==> src/rtl/display_varredura.sv <==
`default_nettype none
// display_varredura: scans N multiplexed 7-segment digits from a packed code word,
// with prescaler, guard interval, hex glyphs, leading-zero blanking and decimal points. Rev 1.0
module display_varredura #(
   parameter int N_DIGITOS   = 4,
   parameter int DIV_VARRED  = 50000,
   parameter int GUARD       = 2,
   parameter int MODO_HEX    = 0,
   parameter int ATIVO_BAIXO = 1
) (
   input  logic                     clk,
   input  logic                     reset,
   input  logic [4*N_DIGITOS-1:0]   entrada,
   input  logic [N_DIGITOS-1:0]     pontos,
   input  logic                     carrega,
   input  logic                     apagar_zeros,
   input  logic                     habilita,
   output logic [6:0]               saida,
   output logic                     ponto,
   output logic [N_DIGITOS-1:0]     anodo,
   output logic                     fim_varredura
);
   localparam int PW = (DIV_VARRED > 2) ? $clog2(DIV_VARRED) : 1;
   localparam int IW = $clog2(N_DIGITOS);
   localparam logic [PW-1:0] TERMINAL   = PW'(DIV_VARRED - 1);
   localparam logic [PW-1:0] FIM_GUARDA = PW'(GUARD);
   localparam logic [IW-1:0] ULTIMO     = IW'(N_DIGITOS - 1);
   localparam logic          INV        = (ATIVO_BAIXO != 0);

   localparam logic [0:0] GUARDA = 1'b0;
   localparam logic [0:0] ATIVO  = 1'b1;

   logic [4*N_DIGITOS-1:0] sombra_dig;
   logic [N_DIGITOS-1:0]   sombra_pt;
   logic [PW-1:0]          presc;
   logic [IW-1:0]          idx;
   logic                   volta;
   logic [0:0]             estado;
   logic                   zeros_acima;
   logic [N_DIGITOS-1:0]   apaga;
   logic [3:0]             digito;
   logic                   pt_sel;
   logic                   apaga_sel;
   logic [N_DIGITOS-1:0]   sel;
   logic                   mostra;
   logic [6:0]             seg_prox;
   logic                   pt_prox;
   logic [N_DIGITOS-1:0]   an_prox;
   logic                   fim_prox;

   function automatic logic [6:0] decodifica(input logic [3:0] c);
      logic [6:0] g;
      g = 7'b0000000;
      case (c)
         4'h0: g = 7'b1111110;
         4'h1: g = 7'b0110000;
         4'h2: g = 7'b1101101;
         4'h3: g = 7'b1111001;
         4'h4: g = 7'b0110011;
         4'h5: g = 7'b1011011;
         4'h6: g = 7'b1011111;
         4'h7: g = 7'b1110000;
         4'h8: g = 7'b1111111;
         4'h9: g = 7'b1110011;
         4'hA: g = (MODO_HEX != 0) ? 7'b1110111 : 7'b0000000;
         4'hB: g = (MODO_HEX != 0) ? 7'b0011111 : 7'b0000000;
         4'hC: g = (MODO_HEX != 0) ? 7'b1001110 : 7'b0000000;
         4'hD: g = (MODO_HEX != 0) ? 7'b0111101 : 7'b0000000;
         4'hE: g = (MODO_HEX != 0) ? 7'b1001111 : 7'b0000000;
         default: g = (MODO_HEX != 0) ? 7'b1000111 : 7'b0000000;
      endcase
      return g;
   endfunction

   always_ff @(posedge clk or posedge reset) begin
      if (reset) begin
         sombra_dig <= '0;
         sombra_pt  <= '0;
      end else if (carrega) begin
         sombra_dig <= entrada;
         sombra_pt  <= pontos;
      end
   end

   // Leading zeros: digit i>0 blanks when it and all digits above it are zero.
   always_comb begin
      zeros_acima = apagar_zeros;
      apaga       = '0;
      for (int i = N_DIGITOS - 1; i > 0; i--) begin
         zeros_acima = zeros_acima & (sombra_dig[4*i +: 4] == 4'd0);
         apaga[i]    = zeros_acima;
      end
   end

   always_comb begin
      digito    = 4'd0;
      pt_sel    = 1'b0;
      apaga_sel = 1'b0;
      sel       = '0;
      for (int i = 0; i < N_DIGITOS; i++) begin
         if (idx == IW'(i)) begin
            digito    = sombra_dig[4*i +: 4];
            pt_sel    = sombra_pt[i];
            apaga_sel = apaga[i];
            sel[i]    = 1'b1;
         end
      end
      estado   = (presc < FIM_GUARDA) ? GUARDA : ATIVO;
      mostra   = habilita && (estado == ATIVO);
      seg_prox = (mostra && !apaga_sel) ? decodifica(digito) : 7'b0000000;
      pt_prox  = mostra && pt_sel;
      an_prox  = mostra ? sel : '0;
      fim_prox = habilita && (presc == '0) && (idx == '0) && volta;
   end

   // volta marks the wrap out of the last digit so the next slot-0 entry raises fim.
   always_ff @(posedge clk or posedge reset) begin
      if (reset) begin
         presc <= '0;
         idx   <= '0;
         volta <= 1'b0;
      end else if (!habilita) begin
         presc <= '0;
         idx   <= '0;
         volta <= 1'b0;
      end else if (presc == TERMINAL) begin
         presc <= '0;
         idx   <= (idx == ULTIMO) ? '0 : idx + 1'b1;
         volta <= (idx == ULTIMO);
      end else begin
         presc <= presc + 1'b1;
         volta <= 1'b0;
      end
   end

   always_ff @(posedge clk or posedge reset) begin
      if (reset) begin
         saida         <= {7{INV}};
         ponto         <= INV;
         anodo         <= {N_DIGITOS{INV}};
         fim_varredura <= 1'b0;
      end else begin
         saida         <= seg_prox ^ {7{INV}};
         ponto         <= pt_prox ^ INV;
         anodo         <= an_prox ^ {N_DIGITOS{INV}};
         fim_varredura <= fim_prox;
      end
   end
endmodule
`default_nettype wire

==> config.mk <==
export PLATFORM = sky130hd
export DESIGN_NAME = display_varredura
export DESIGN_NICKNAME = d
export VERILOG_FILES = /design/src/rtl/display_varredura.sv
export SDC_FILE = /design/constraint.sdc
export NUM_CORES = 1
export LEC_CHECK = 0
export CORE_ASPECT_RATIO = 2
export CORE_MARGIN = 3
export CORE_UTILIZATION = 40
export CTS_CLUSTER_DIAMETER = 60
export DETAILED_ROUTE_END_ITERATION = 12
export GPL_TIMING_DRIVEN = 0
export PLACE_DENSITY = 0.63
export SETUP_SLACK_MARGIN = 0.1
export SLEW_MARGIN = 20
export SYNTH_ARGS = -nofsm -noshare
export SYNTH_HDL_FRONTEND = slang
export SYNTH_SLANG_ARGS = --single-unit
==> constraint.sdc <==
create_clock -name clk -period 6 [get_ports clk]
set_input_delay 0.6 -clock clk [delete_from_list [all_inputs] [get_ports clk]]
set_output_delay 0.6 -clock clk [all_outputs]
set_load 0.005 [all_outputs]
==> run summary, run 1 <==
Die ar. = 0.00736 sq mm
Maximum VDD drop = 0.000190 V
Worst Path Max Fanout = 6
Async set-or-reset flop fraction in the synthesized netlist = 1.00
Worst path top cell family by delay = adder cells
TritonCTS Sinks = 52
Drt initial violations = 55
Final Cycle Share = 0.385
Design area = 0.00318 sq mm
RSZ-0062 raised after global routing = no
Die Wd = 62.2 microns
Ant diodes = 0
F_max = 433 MHz
Comb power frac = 0.116
Vias in the first global route = 1981
GRT Overall Usage = 0.156
Post-route DRC = 0
Library cells used by synthesis = 42
Outcome = complete, no violations
Root buffer cell = clkbuf_16
Slew HR = 0.623
Static leakage = 1.33 nW
Max-Cap Viols = 0
Leading area contributor after synthesis = dfrtp_1
Crit path kind = register to register
Seq cells post-synth = 52
Seq pwr share = 0.483
Synth top area share = 0.396
CP Buf/Inv Count = 2
Pint = 0.000619 W
Max Root-Sink Buffers = 2
Post-Syn Instances = 230
CTS tree = built
Post-CTS Setup Repair Bufs = 0
TNS Setup = 0 ns
Pwr Density = 251 mW/mm^2
Initial DRT Pass Iterations = 4
Routability cong. = 0.847
Hold crit path type = register to register
Top_reg_cell synth = dfrtp_1
Sequential-to-total area share from yosys stat = 0.521
WL final = 5.19 mm
Core Footprint = 0.00606 sq mm
Critical path's slowest cell = dfrtp_1
Slew @ Worst Pin = 0.566 ns
EDFF count, synth = 0
Syn Nets = 266
WHS = 0.486 ns
Post-detail-place hpwl = 4.01 mm
Syn-to-layout area delta = 25.7%
Cell area after synthesis = 0.00253 sq mm
Most instantiated library cell after synthesis = dfrtp_1
IO Port Bufs = 36
Vert. Die Dim = 118 microns
# H-tree levels = 2
Initial Utilization = 0.417
Post-placement cell count = 351
CP Capture Type = register
Post-cts hold buffer count = 0
First-pass GRT wire length = 8.94 mm
Layout Cells excl Fill = 359
Cell Chain, Critical Path = inv_1, ha_1, nor2b_1, a22oi_1, a21oi_1, inv_1, ha_1, nand2_1, and3_1, o21ai_1
Switch share = 0.224
CTS-repair resized insts = 0
Pin count of the biggest net entering global routing = 29
Final slew viol count = 0
Post-Place Cell Area = 0.00301 sq mm
Crit path time final = 2.31 ns
Max incr delay on CP = 0.40 ns
Layout cells sized above 1 = 0.189
Power share of the clock group = 0.402
Synth top area cells = dfrtp_1 40%, dfstp_2 12%, mux2_2 8.9%, ha_1 5.4%, nor2_1 2.8%
Per-cell routed wire length = 14.5 microns
Via Count = 1805
Startpoint types = register
Nets = 310
Initial antenna violation count = 0
Post-DRT Antenna Nets = 0
Worst-Skew Late Latency = 0.29 ns
Critical Path AT = 2.54 ns
Most instantiated cells after synthesis = 40 x dfrtp_1, 20 x mux2_2, 19 x nor2_1
# rows = 40
Final Skew = 0.00679 ns
Final-report hold violation count = 0
I/O Pins = 38
Synth warn = 0
Final setup violation count = 0
Drt via density = 5.03
Avg Cell Area, Syn = 11.0 sq um
Num CTS Buffers = 5
GRT overflow = 0
Net load switching power = 0.000179 W
Worst EP required = 6.23 ns
Clock-pin transition on the worst setup and hold timing paths = 0.07 ns
==> state kept, by name, summed over array words and instances (netlist names) <==
name           flops
fim_varredura      1
anodo              4
sombra_dig        16
presc             16
saida              7
volta              1
ponto              1
idx                2
sombra_pt          4
==> worst reg2reg max path, delay by kind of cell (launching register included) <==
family                     cells  cell delay, ns
AOI/OAI and AO/OA              3            0.57
and+or+nand+nor                3            0.40
buffers and inverters          2            0.28
adders and majority gates      2            0.60
DFF                            1            0.40
==> power groups by stage <==
stage               Sequential (W)  Clock [W]  Combinational, W
floorplan                 0.000388          0         0.0000548
global placement          0.000392          0         0.0000905
detailed placement        0.000392          0         0.0000937
CTS                       0.000386   0.000329         0.0000941
global route              0.000388   0.000345          0.000103
finish                    0.000385   0.000321         0.0000923
==> cell type report <==
cell class / instances / area [sq um]
fill: 555 / 2880
sequential: 52 / 1320
multi-input combinational: 161 / 1130
timing repair buffer: 37 / 380
clock buffer: 6 / 129
tap: 84 / 105
inverter: 11 / 41.3
buffer: 6 / 36.3
clock inverter: 2 / 35.0
==> metrics by stage <==
| stage | total power, W | worst slack (ns) | util |
|---|---|---|---|
| floorplan | 0.000443 | 4.02 | - |
| global placement | 0.000482 | 3.17 | 0.494 |
| detailed placement | 0.000486 | 3.66 | 0.497 |
| CTS | 0.000809 | 3.65 | 0.524 |
| global route | 0.000836 | 3.48 | 0.524 |
| finish | 0.000799 | 3.69 | 0.524 |
==> final timing paths <==
path,from,to,slack (ns),cells past startpoint
worst max register to register,idx[0],saida[3],3.69,10
min in group asynchronous,reset,presc[4],0.67,2
worst min register to register,presc[0],presc[0],0.49,1
worst max-delay path,idx[0],saida[3],3.69,10
worst min-delay path,presc[0],presc[0],0.49,1
max in group asynchronous,reset,ponto,4.72,3
==> cells in the final DEF (no fill, tap or decap), types with 2 or more instances in the layout <==
master,synthesis,layout
a21oi_1,6,6
xnor2_1,8,8
dfstp_2,12,12
nand3_1,10,10
buf_2,2,2
clkdlybuf4s50_1,0,36
o211ai_1,2,2
nor2b_1,5,5
nand2_1,18,18
o21ai_1,4,4
a211oi_1,2,2
and3_1,6,6
or3_1,2,2
dfrtp_1,40,40
ha_1,11,11
clkbuf_1,2,3
nand2b_1,2,2
inv_2,1,2
o21ai_0,6,6
and4_1,2,2
nand3b_1,2,2
clkbuf_16,0,5
nor4_1,4,4
nor2_1,19,19
o22ai_1,3,3
and2_1,3,3
mux2_2,20,20
nor3_1,6,6
a22oi_1,2,2
xor2_1,7,7
inv_1,10,9
==> per-layer routing <==
layer	up-vias	GRT usage	share of wire	routed length (microns)
met2	43	0.301	0.58	3030
met4	0	0.101	0.042	219
li1	876	-	-	-
met1	871	0.142	0.34	1760
met3	15	0.0342	0.033	173
met5	-	0	0	0
==> logic make-up after synthesis <==
family | share of synthesized area
adders and majority gates | 0.0545
buffers and inverters | 0.0307
DFF | 0.521
and+or+nand+nor | 0.175
AOI/OAI and AO/OA | 0.0778
muxes | 0.0892
xor gates and xnor gates | 0.0520
No activity file was read; power rests on OpenSTA's default activity.
==> run 2, diff against run 1 <==
- PLACE_DENSITY: 0.63 -> 0.65
- clock period: 6 -> 2.1 ns (I/O delays scaled with it)
==> run 2 against run 1 <==
Critical path depth down 1; clock power increased to 2.9 times the previous value; sequential cell count unchanged; worst hold slack got worse by 0.19 ns; critical endpoint is now saida[1]; largest power group unchanged.
==> run summary, run 2 (synthesis results as in run 1) <==
Outcome = complete, no violations (unchanged)
Cell Chain, Critical Path = ha_1, buf_6, nand2b_4, o22ai_2, a21oi_2, buf_4, ha_1, a211oi_1, o21ai_1 (was inv_1, ha_1, nor2b_1, a22oi_1, a21oi_1, inv_1, ha_1, nand2_1, and3_1, o21ai_1)
Fill cells = 542 (was 555)
Commonest non-fill, non-tap cell in the layout = dfrtp_1 (unchanged)
Switch share = 0.232 (was 0.224)
Final setup violation count = 0 (unchanged)
Via Count = 1920 (was 1805)
Seq pwr share = 0.472 (was 0.483)
WL final = 5.63 mm (was 5.19 mm)
Pwr Density = 679 mW/mm^2 (was 251 mW/mm^2)
Crit path kind = register to register (unchanged)
Die Wd = 62.2 microns (unchanged)
Reg2reg path depth = 9 (was 10)
Post-cts hold buffer count = 0 (unchanged)
Reg2reg end = saida[1] (was saida[3])
Layer with the highest usage = met2 (unchanged)
Crit path time final = 1.98 ns (was 2.31 ns)
CP Capture Type = register (unchanged)
Layout cells sized above 1 = 0.305 (was 0.189)
GR Util met1 = 0.164 (was 0.142)
Per-cell routed wire length = 15.3 microns (was 14.5 microns)
Power share of the clock group = 0.393 (was 0.402)
Max Root-Sink Buffers = 2 (unchanged)
Drt initial violations = 59 (was 55)
CP Buf/Inv Count = 2 (unchanged)
Pint = 0.00180 W (was 0.000619 W)
Vert. Die Dim = 118 microns (unchanged)
Pin count of the biggest net entering global routing = 28 (was 29)
IO Port Bufs = 36 (unchanged)
Hold crit path type = primary input to asynchronous set/reset pin (was register to register)
Initial antenna violation count = 0 (unchanged)
Initial DRT Pass Iterations = 4 (unchanged)
GR Util met2 = 0.299 (was 0.301)
TritonCTS Sinks = 52 (unchanged)
Critical Path AT = 2.19 ns (was 2.54 ns)
Final-report hold violation count = 0 (unchanged)
# H-tree levels = 2 (unchanged)
Maximum VDD drop = 0.000502 V (was 0.000190 V)
R2R setup slack = 0.12 ns (was 3.69 ns)
Post-DRT Antenna Nets = 0 (unchanged)
Root buffer cell = clkbuf_16 (unchanged)
Max-Cap Viols = 0 (unchanged)
Commonest cells after routing, fill and taps aside = 39 x dfrtp_1, 36 x clkdlybuf4s50_1, 20 x mux2_2 (was 40 x dfrtp_1, 36 x clkdlybuf4s50_1, 20 x mux2_2)
Worst path top cell family by delay = compound AO/OA/AOI/OAI gates (was adder cells)
I/O Pins = 38 (unchanged)
Final slew viol count = 0 (unchanged)
Net load switching power = 0.000541 W (was 0.000179 W)
Max incr delay on CP = 0.45 ns (was 0.40 ns)
F_max = 506 MHz (was 433 MHz)
Final Skew = 0.00471 ns (was 0.00679 ns)
Drt via density = 5.20 (was 5.03)
Met3 usage = 0.0314 (was 0.0342)
RSZ-0062 raised after global routing = yes (was no)
# rows = 40 (unchanged)
Worst EP required = 2.31 ns (was 6.23 ns)
GRT overflow = 0 (unchanged)
Reg-to-reg critical path startpoint = idx[0] (unchanged)
Routability cong. = 0.846 (was 0.847)
Slew @ Worst Pin = 0.582 ns (was 0.566 ns)
CP most frequent cell = ha_1
Post-detail-place hpwl = 4.08 mm (was 4.01 mm)
Clock-pin transition on the worst setup and hold timing paths = 0.07 ns (about the same)
CTS tree = built (unchanged)
Worst-Skew Late Latency = 0.29 ns (about the same)
Worst Path Max Fanout = 9 (was 6)
Final Core Density = 0.568 (was 0.524)
Syn-to-layout area delta = 36.2% (was 25.7%)
Nets = 320 (was 310)
Core Footprint = 0.00606 sq mm (unchanged)
Final Cycle Share = 0.941 (was 0.385)
Critical path's slowest cell = dfrtp_2 (was dfrtp_1)
Largest registers = presc x16, sombra_dig x16, saida x7 (unchanged)
Slew HR = 0.612 (was 0.623)
Ant diodes = 0 (unchanged)
Comb power frac = 0.134 (was 0.116)
Static leakage = 1.42 nW (was 1.33 nW)
Die ar. = 0.00736 sq mm (unchanged)
Initial Utilization = 0.417 (unchanged)
First-pass GRT wire length = 9.37 mm (was 8.94 mm)
Num CTS Buffers = 5 (unchanged)
GRT Overall Usage = 0.160 (was 0.156)
Startpoint types = register (unchanged)
Post-route DRC = 0 (unchanged)
Vias in the first global route = 2047 (was 1981)
WHS = 0.292 ns (was 0.486 ns)
## run 2: changes by cell type in the layout (fill, tap and decap cells not counted), moves of 4 or more
| cell | previous run | this run |
|---|---|---|
| ha_1 | 11 | 5 |
| buf_4 | 1 | 10 |
| ha_4 | 0 | 5 |
| inv_1 | 9 | 5 |
## run 2: cell type report
cell class | count | area (sq um) | share of cell area
clock buffers | 5 | 125 | 0.0364
plain buffers | 6 | 52.6 | 0.0153
well taps | 84 | 105 | 0.0305
inverters | 11 | 46.3 | 0.0135
multi-input cells | 161 | 1300 | 0.377
repair buffers | 47 | 453 | 0.132
flip-flops and latches | 52 | 1320 | 0.383
clock inverters | 3 | 42.5 | 0.0124
## run 2: how the worst max path moves through the flow
stage	from	to	slack [ns]	depth (start not counted)
after floorplan	idx[1]	saida[3]	0.12	11
after global placement	reset	presc[4]	-0.33	2
after detailed placement	idx[0]	saida[3]	-0.25	10
after CTS	idx[1]	saida[3]	0.09	11
after global routing	idx[0]	saida[3]	0.02	10
final	idx[0]	saida[1]	0.12	9
## run 2: worst register-to-register path, delay by kind of cell, from the launching register on
kind | cells | cell delay [ns]
buffers and inverters | 2 | 0.31
adders and majority gates | 2 | 0.44
DFF | 1 | 0.45
AOI/OAI and AO/OA | 4 | 0.54
and+or+nand+nor | 1 | 0.16
## run 2: per-stage QoR
step           area (sq um)  TNS (ns)  power (W)  setup WS, ns  cells
2_1_floorplan          2530         0    0.00127         0.124    230
5_1_grt                3440         0    0.00244        0.0238    369
3_5_place_dp           3010     -1.01    0.00139        -0.253    351
6_report               3440         0    0.00234         0.124    369
3_3_place_gp           2990    -13.62    0.00137        -0.325    350
4_1_cts                3240         0    0.00232        0.0851    362
## run 2: timing repair
| item | CTS | global route |
|---|---|---|
| setup buffers | 3 | 6 |
| gates resized for setup | 11 | 33 |
| hold endpoints to repair | 0 | 0 |
| pin swaps | 2 | 7 |
| setup endpoints to repair | 7 | 7 |
| cloned | 0 | 1 |
## run 2: routing by layer
metal  up-vias  routed length [microns]
met5         -                        0
met4         0                      210
met3        17                      204
met2        59                     3260
met1       949                     1960
li1        895                        -
## run 2: power groups by stage
stage                     registers (W)  clock network, W  logic (W)
after global placement          0.00112                 0   0.000257
after detailed placement        0.00112                 0   0.000267
after global routing            0.00111          0.000983   0.000343
final                           0.00110          0.000919   0.000313
after floorplan                 0.00111                 0   0.000157
after CTS                       0.00110          0.000942   0.000277
==> run 3, diff against run 2 <==
--- a/constraint.sdc
+++ b/constraint.sdc
@@ -3,2 +3,2 @@
 set_output_delay 0.21 -clock clk [all_outputs]
-set_load 0.005 [all_outputs]
+set_load 0.02 [all_outputs]
==> results of run 3 <==
Same layout as run 2 (identical final DEF). Status: complete, no violations.
Among the figures that moved: total power 0.00234 W -> 0.00235 W
